$ cat src/rtl/iter_mult_core.sv
// Iterative shift-add multiplier: one partial product per clock, 2*WIDTH-bit result.
// Define ITER_MULT_SIGNED_EN to add two's-complement support selected per operation by i_signed_op.
module iter_mult_core #(
    parameter int WIDTH = 32
) (
    input  logic               i_clock,
    input  logic               i_reset_n,
    input  logic               i_start,
    input  logic               i_signed_op,
    input  logic [WIDTH-1:0]   i_a,
    input  logic [WIDTH-1:0]   i_b,
    output logic               o_ready,
    output logic               o_done,
    output logic [2*WIDTH-1:0] o_p
);

    localparam int CW = $clog2(WIDTH);

    typedef enum logic {S_IDLE, S_RUN} state_t;

    state_t             r_state, w_state_nxt;
    logic [WIDTH-1:0]   r_ra, r_mq, r_acc;
    logic [CW-1:0]      r_cnt;
    logic               r_done;
    logic [2*WIDTH-1:0] r_p;
    logic [WIDTH:0]     w_sum;
    logic               w_accept, w_last;

    assign w_accept = (r_state == S_IDLE) && i_start;
    assign w_last   = (r_state == S_RUN) && (r_cnt == '0);

`ifdef ITER_MULT_SIGNED_EN
    logic r_sgn;

    // Signed mode sign-extends both terms; the last multiplier bit carries weight -2^(WIDTH-1).
    always_comb begin
        w_sum = r_sgn ? {r_acc[WIDTH-1], r_acc} : {1'b0, r_acc};
        if (r_mq[0]) begin
            if (r_sgn && w_last)
                w_sum = {r_acc[WIDTH-1], r_acc} - {r_ra[WIDTH-1], r_ra};
            else if (r_sgn)
                w_sum = {r_acc[WIDTH-1], r_acc} + {r_ra[WIDTH-1], r_ra};
            else
                w_sum = {1'b0, r_acc} + {1'b0, r_ra};
        end
    end
`else
    logic w_unused_signed_op;
    assign w_unused_signed_op = i_signed_op;

    always_comb begin
        w_sum = {1'b0, r_acc};
        if (r_mq[0])
            w_sum = {1'b0, r_acc} + {1'b0, r_ra};
    end
`endif

    always_ff @(posedge i_clock or negedge i_reset_n) begin
        if (!i_reset_n)
            r_state <= S_IDLE;
        else
            r_state <= w_state_nxt;
    end

    always_comb begin
        w_state_nxt = r_state;
        case (r_state)
            S_IDLE:  if (i_start) w_state_nxt = S_RUN;
            S_RUN:   if (r_cnt == '0) w_state_nxt = S_IDLE;
            default: w_state_nxt = S_IDLE;
        endcase
    end

    // Bit WIDTH of the adder (carry or sign) shifts into the top of {ACC,MQ}.
    always_ff @(posedge i_clock or negedge i_reset_n) begin
        if (!i_reset_n) begin
            r_ra   <= '0;
            r_mq   <= '0;
            r_acc  <= '0;
            r_cnt  <= '0;
            r_done <= 1'b0;
            r_p    <= '0;
`ifdef ITER_MULT_SIGNED_EN
            r_sgn  <= 1'b0;
`endif
        end else begin
            r_done <= 1'b0;
            if (w_accept) begin
                r_ra  <= i_a;
                r_mq  <= i_b;
                r_acc <= '0;
                r_cnt <= CW'(WIDTH - 1);
`ifdef ITER_MULT_SIGNED_EN
                r_sgn <= i_signed_op;
`endif
            end else if (r_state == S_RUN) begin
                r_acc <= w_sum[WIDTH:1];
                r_mq  <= {w_sum[0], r_mq[WIDTH-1:1]};
                r_cnt <= r_cnt - CW'(1);
                if (w_last) begin
                    r_p    <= {w_sum, r_mq[WIDTH-1:1]};
                    r_done <= 1'b1;
                end
            end
        end
    end

    assign o_ready = (r_state == S_IDLE);
    assign o_done  = r_done;
    assign o_p     = r_p;

endmodule

$ cat config.mk
export PLATFORM = sky130hd
export DESIGN_NAME = iter_mult_core
export DESIGN_NICKNAME = d
export VERILOG_FILES = /design/src/rtl/iter_mult_core.sv
export SDC_FILE = /design/constraint.sdc
export NUM_CORES = 1
export LEC_CHECK = 0
export BUFFER_PORTS_ARGS = -buffer_cell sky130_fd_sc_hd__buf_2
export CAP_MARGIN = 0
export CORE_AREA = 2 2 135 137
export CTS_CLUSTER_DIAMETER = 60
export CTS_CLUSTER_SIZE = 8
export DETAILED_ROUTE_END_ITERATION = 10
export DIE_AREA = 0 0 137 139
export PLACE_DENSITY_LB_ADDON = 0.25
export SYNTH_ARGS = -nofsm -noshare
export SYNTH_HDL_FRONTEND = slang
export SYNTH_SLANG_ARGS = --single-unit
$ cat constraint.sdc
create_clock -name i_clock -period 3.4 [get_ports i_clock]
set_input_delay 1.02 -clock i_clock [delete_from_list [all_inputs] [get_ports i_clock]]
set_output_delay 1.02 -clock i_clock [all_outputs]
set_load 0.01 [all_outputs]
* Word-level counts from Yosys, hierarchy flattened
Cells that the tools add are included.
Operators by class: $add $sub $neg 2, mux-type cells 13, bitwise operators 2, reduce and logical (&&, ||, !) cells 5
Operators with widths (number):
- two-way mux 32 bit | 4
- adder 32 x 32 -> 33 bit | 1
- two-way mux 33 bit | 1
- two-way mux 5 bit | 2
- zero test 5 bit | 1
- two-way mux 1 bit | 5
- subtractor 5 x 1 -> 5 bit, second input constant | 1
- AND reduction 3 bit | 1
- logical AND 1 bit | 2
- inverter 1 bit | 2
- case mux 1 bit (2 select lines) | 1
- nonzero test 2 bit | 1
Storage, ports and cells: flip-flop bits (word level) 167, bits of input ports 68, output and inout port bits 66, logic and storage cells 29

* Logic depth before layout (Yosys ltp)
depth after elaboration 5, depth in mapped cells 10, mapped depth without buffers 10

* Worst setup path before layout
OpenSTA, ideal clock, no wires.
path kind reg2reg, from register r_acc[0], to register r_p[63] (netlist: o_p[63]), setup time 0.128 ns, data arrival time 2.273 ns, required time 3.272 ns, path slack 0.998 ns, cell stages (with the launch flop) 11, buffers on the path 0, period minus slack after synthesis 2.402 ns, path through dfrtp_1 -> ha_1 -> fa_1 -> a21oi_1 -> o211ai_1 -> o211ai_1 -> a211oi_1 -> or2_1 -> a221o_1 -> a21oi_1 -> o21ai_0
On the way: word-level cells in the longest chain between the ends 2
RTL lines:
- start: declaration | RTL line 22 | logic [WIDTH-1:0] r_ra, r_mq, r_acc;
- start signal: assignment | RTL line 97 | r_acc <= w_sum[WIDTH:1];
- adder 32 x 32 -> 33 bit | RTL line 54 | w_sum = {1'b0, r_acc} + {1'b0, r_ra};
- two-way mux 33 bit | RTL line 53 | if (r_mq[0])
- end signal: assignment | RTL line 101 | r_p <= {w_sum, r_mq[WIDTH-1:1]};
- end: declaration | RTL line 25 | logic [2*WIDTH-1:0] r_p;
No other way between the ends. A chain may end at the register's enable or synchronous reset.

* Worst setup path in the final report
from register r_ra[0], to register r_acc[31]
On the way: word-level cells in the longest chain between the ends 4
RTL lines:
- start: declaration | RTL line 22
- start signal: assignment | RTL line 89 | r_ra <= i_a;
- adder 32 x 32 -> 33 bit | RTL line 54
- two-way mux 33 bit | RTL line 53
- two-way mux 32 bit | RTL line 96 | end else if (r_state == S_RUN) begin
- two-way mux 32 bit | RTL line 88 | if (w_accept) begin
No other way between the ends. The select of a mux whose other input is x is not followed.

==> results.sh <==
export IMPL_max_freq_mhz=361
export IMPL_setup_violations=0
export IMPL_drc=0
export IMPL_grt_max_degree=81
export IMPL_ant_nets=0
export IMPL_yosys_top_cells_area="dfrtp_1 48%, nand2_1 8.7%, mux2i_1 5.7%, ha_1 4.9%, o21ai_0 4.6%"
export IMPL_hold_buffers=0
export IMPL_first_global_vias=6942
export IMPL_worst_path_largest_cell_delay_ps=400
export IMPL_leakage_uw=0.00508
export IMPL_port_buffers=132
export IMPL_dp_slack_ps=648
export IMPL_cap_violations=0
export IMPL_post_route_period_util=0.814
export IMPL_clock_latency_ps=430
export IMPL_cp_required_ps=3690
export IMPL_viasPerCell=5.48
export IMPL_worst_slew_pin_transition_ps=818
export IMPL_start_util=0.491
export IMPL_yosysTopAreaCell="dfrtp_1"
export IMPL_cts_buffer_depth=2
export IMPL_worstPathMaxFanout=3
export IMPL_drt_total_wl_mm=20.8
export IMPL_crit_type="flop to flop"
export IMPL_path_buf_inv=0
export IMPL_grt_overflow_total=0
export IMPL_vias=6899
export IMPL_ctsResizeCount=0
export IMPL_cts_setup_buffers=0
export IMPL_htree_num_levels=4
export IMPL_synth_top_area_share=0.482
export IMPL_coreArea_um2=17700
export IMPL_vdd_ir_drop_max_uv=563
export IMPL_crit_chain="ha_1 -> fa_1 -> a21oi_1 -> o211ai_1 -> o211ai_1 -> a211oi_1 -> or2_1 -> a221o_1 -> a21oi_1 -> o31ai_1"
export IMPL_die_h_um=139
export IMPL_area_growth_pct=16.7
export IMPL_synth_ff_type="dfrtp_1"
export IMPL_rsz0062_at_grt="false"
export IMPL_finalHoldViolations=0
export IMPL_track_usage=0.231
export IMPL_cp_end_kind="flop"
export IMPL_die_area_um2=19000
export IMPL_wire_per_inst_um=16.5
export IMPL_die_w_um=137
export IMPL_grt_pass1_wl_mm=34.9
export IMPL_hold_class="flop to flop"
export IMPL_io_pins=134
export IMPL_antennaDiodeCount=0
export IMPL_synthArstFlopShare=1.00
export IMPL_period_needed_ps=2770
export IMPL_slew_viol_final=0
export IMPL_final_layout_size_suffix_gt1_frac=0.228
export IMPL_synth_edff_count=0
export IMPL_status="completed"
export IMPL_synth_most_common_cell="nand2_1"
export IMPL_ys_seq_area_frac=0.482
export IMPL_clkSlewWorstSetupHoldPaths_ps=60
export IMPL_antenna_found_initial=0
export IMPL_nFillCells=1625
export IMPL_synthCells=909
export IMPL_nNetsFinal=1123
export IMPL_place_hpwl_mm=14.4
export IMPL_clock_skew_ps=16.4
export IMPL_avgSynthCellArea_um2=9.54
export IMPL_rows=49
export IMPL_relSlewSlack=0.455
export IMPL_yosys_warnings=0
export IMPL_syn_nets=1012
export IMPL_clock_sinks=167
export IMPL_first_pass_iters=4
export IMPL_ys_seq_elements=167
export IMPL_cts_tree="done"
export IMPL_cpLargestDelayFamily="compound AO/OA/AOI/OAI gates"
export IMPL_critical_path_startpoint_type="flop"
export IMPL_arrival_ps=3050
export IMPL_slowest_stage="fa_1"
export IMPL_synth_area_um2=8670
export IMPL_cellPowerDensity_nw_per_um2=1110
export IMPL_numCtsBuffers=17
export IMPL_yosys_top_cells_count="202 x nand2_1, 167 x dfrtp_1, 80 x o21ai_0"
export IMPL_tns_ps=0
export IMPL_worst_slack_ps=632
export IMPL_cts_root_buf="clkbuf_16"
export IMPL_drtIter0Drc=395
export IMPL_gp_congestion=0.906
export IMPL_synth_distinct_cells=51
==> logic make-up after synthesis <==
group                      synth area share
DFF                                   0.482
muxes                                 0.102
adders and majority gates            0.0514
xor gates and xnor gates             0.0293
AOI/OAI and AO/OA                     0.158
buffers and inverters                0.0306
and+or+nand+nor                       0.147
==> worst reg2reg max path: stages (launching register included) <==
cell,delay (ps)
dfrtp_1,390
ha_1,230
fa_1,400
a21oi_1,240
o211ai_1,120
o211ai_1,140
a211oi_1,160
or2_1,310
a221o_1,350
a21oi_1,190
o31ai_1,80
==> sequential cells by signal, indices dropped and copies added, names as in the netlist <==
register and cells:
r_acc 32, o_done 1, r_ra 32, o_p 64
r_cnt 5, r_state 1, r_mq 32
==> report_power, final <==
part / total, µW / switching (µW) / leakage, µW / internal (µW)
Combinational: 5680 / 3220 / 0.00272 / 2460
Sequential: 3600 / 664 / 0.00209 / 2940
Clock: 1910 / 780 / 0.000278 / 1130
Total: 11200 / 4670 / 0.00508 / 6520
==> placed cells by master (no fill, tap or decap), types with 4 or more instances in the layout <==
cell type / n
a21o_1: 11
nand4_1: 8
mux2_2: 35
dfrtp_1: 166
a21oi_1: 60
nor2b_1: 4
mux2i_1: 49
clkbuf_16: 17
a31o_2: 6
xnor2_1: 16
nor3_1: 12
and3_1: 10
nor2_1: 37
buf_2: 131
nand3_1: 17
inv_1: 14
o21a_1: 6
buf_4: 12
nand2_1: 202
o21ai_0: 80
or3_1: 6
xor2_1: 13
a31oi_1: 17
o211ai_1: 6
ha_1: 34
a211oi_1: 4
==> through the flow <==
step | utilization | cell area, µm² | power (µW) | instances | hold WS [ps]
after detailed placement | 0.541 | 9550 | 9280 | 1230 | 456
after global placement | 0.541 | 9550 | 9150 | 1230 | 453
after global routing | 0.573 | 10100 | 12200 | 1260 | 494
after CTS | 0.573 | 10100 | 11300 | 1260 | 473
after floorplan | - | 8670 | 7770 | 909 | 453
final | 0.573 | 10100 | 11200 | 1260 | 466
==> per-layer routing <==
layer / track usage / up-vias / share of wire / wire length [µm]
met5: 0 / - / 0 / 0
met4: 0.0657 / 0 / 0.016 / 335
met3: 0.0439 / 22 / 0.039 / 820
met2: 0.372 / 136 / 0.48 / 10000
met1: 0.318 / 3343 / 0.46 / 9590
li1: - / 3398 / - / -
==> path summary, 6_finish.rpt <==
kind | from | end | slack [ps] | cells past startpoint
setup / recovery | r_ra[0] | r_acc[31] | 630 | 10
hold / removal | o_p[9] | o_p[9] | 470 | 2
setup reg to reg | r_ra[0] | r_acc[31] | 630 | 10
hold reg to reg | o_p[9] | o_p[9] | 470 | 2
max in group asynchronous | i_reset_n | r_ra[27] | 2100 | 2
min in group asynchronous | i_reset_n | o_p[39] | 530 | 1
==> area by class of cell <==
cell class / instances / area (µm²) / share of cell area
Multi-Input combinational cell: 673 / 4230 / 0.418
Clock buffer: 22 / 474 / 0.0468
Sequential cell: 167 / 4180 / 0.413
Inverter: 15 / 56.3 / 0.00556
Timing Repair Buffer: 146 / 797 / 0.0787
Clock inverter: 8 / 98.8 / 0.00977
Tap cell: 229 / 287 / 0.0283
Power figures use the tool's default switching activity.
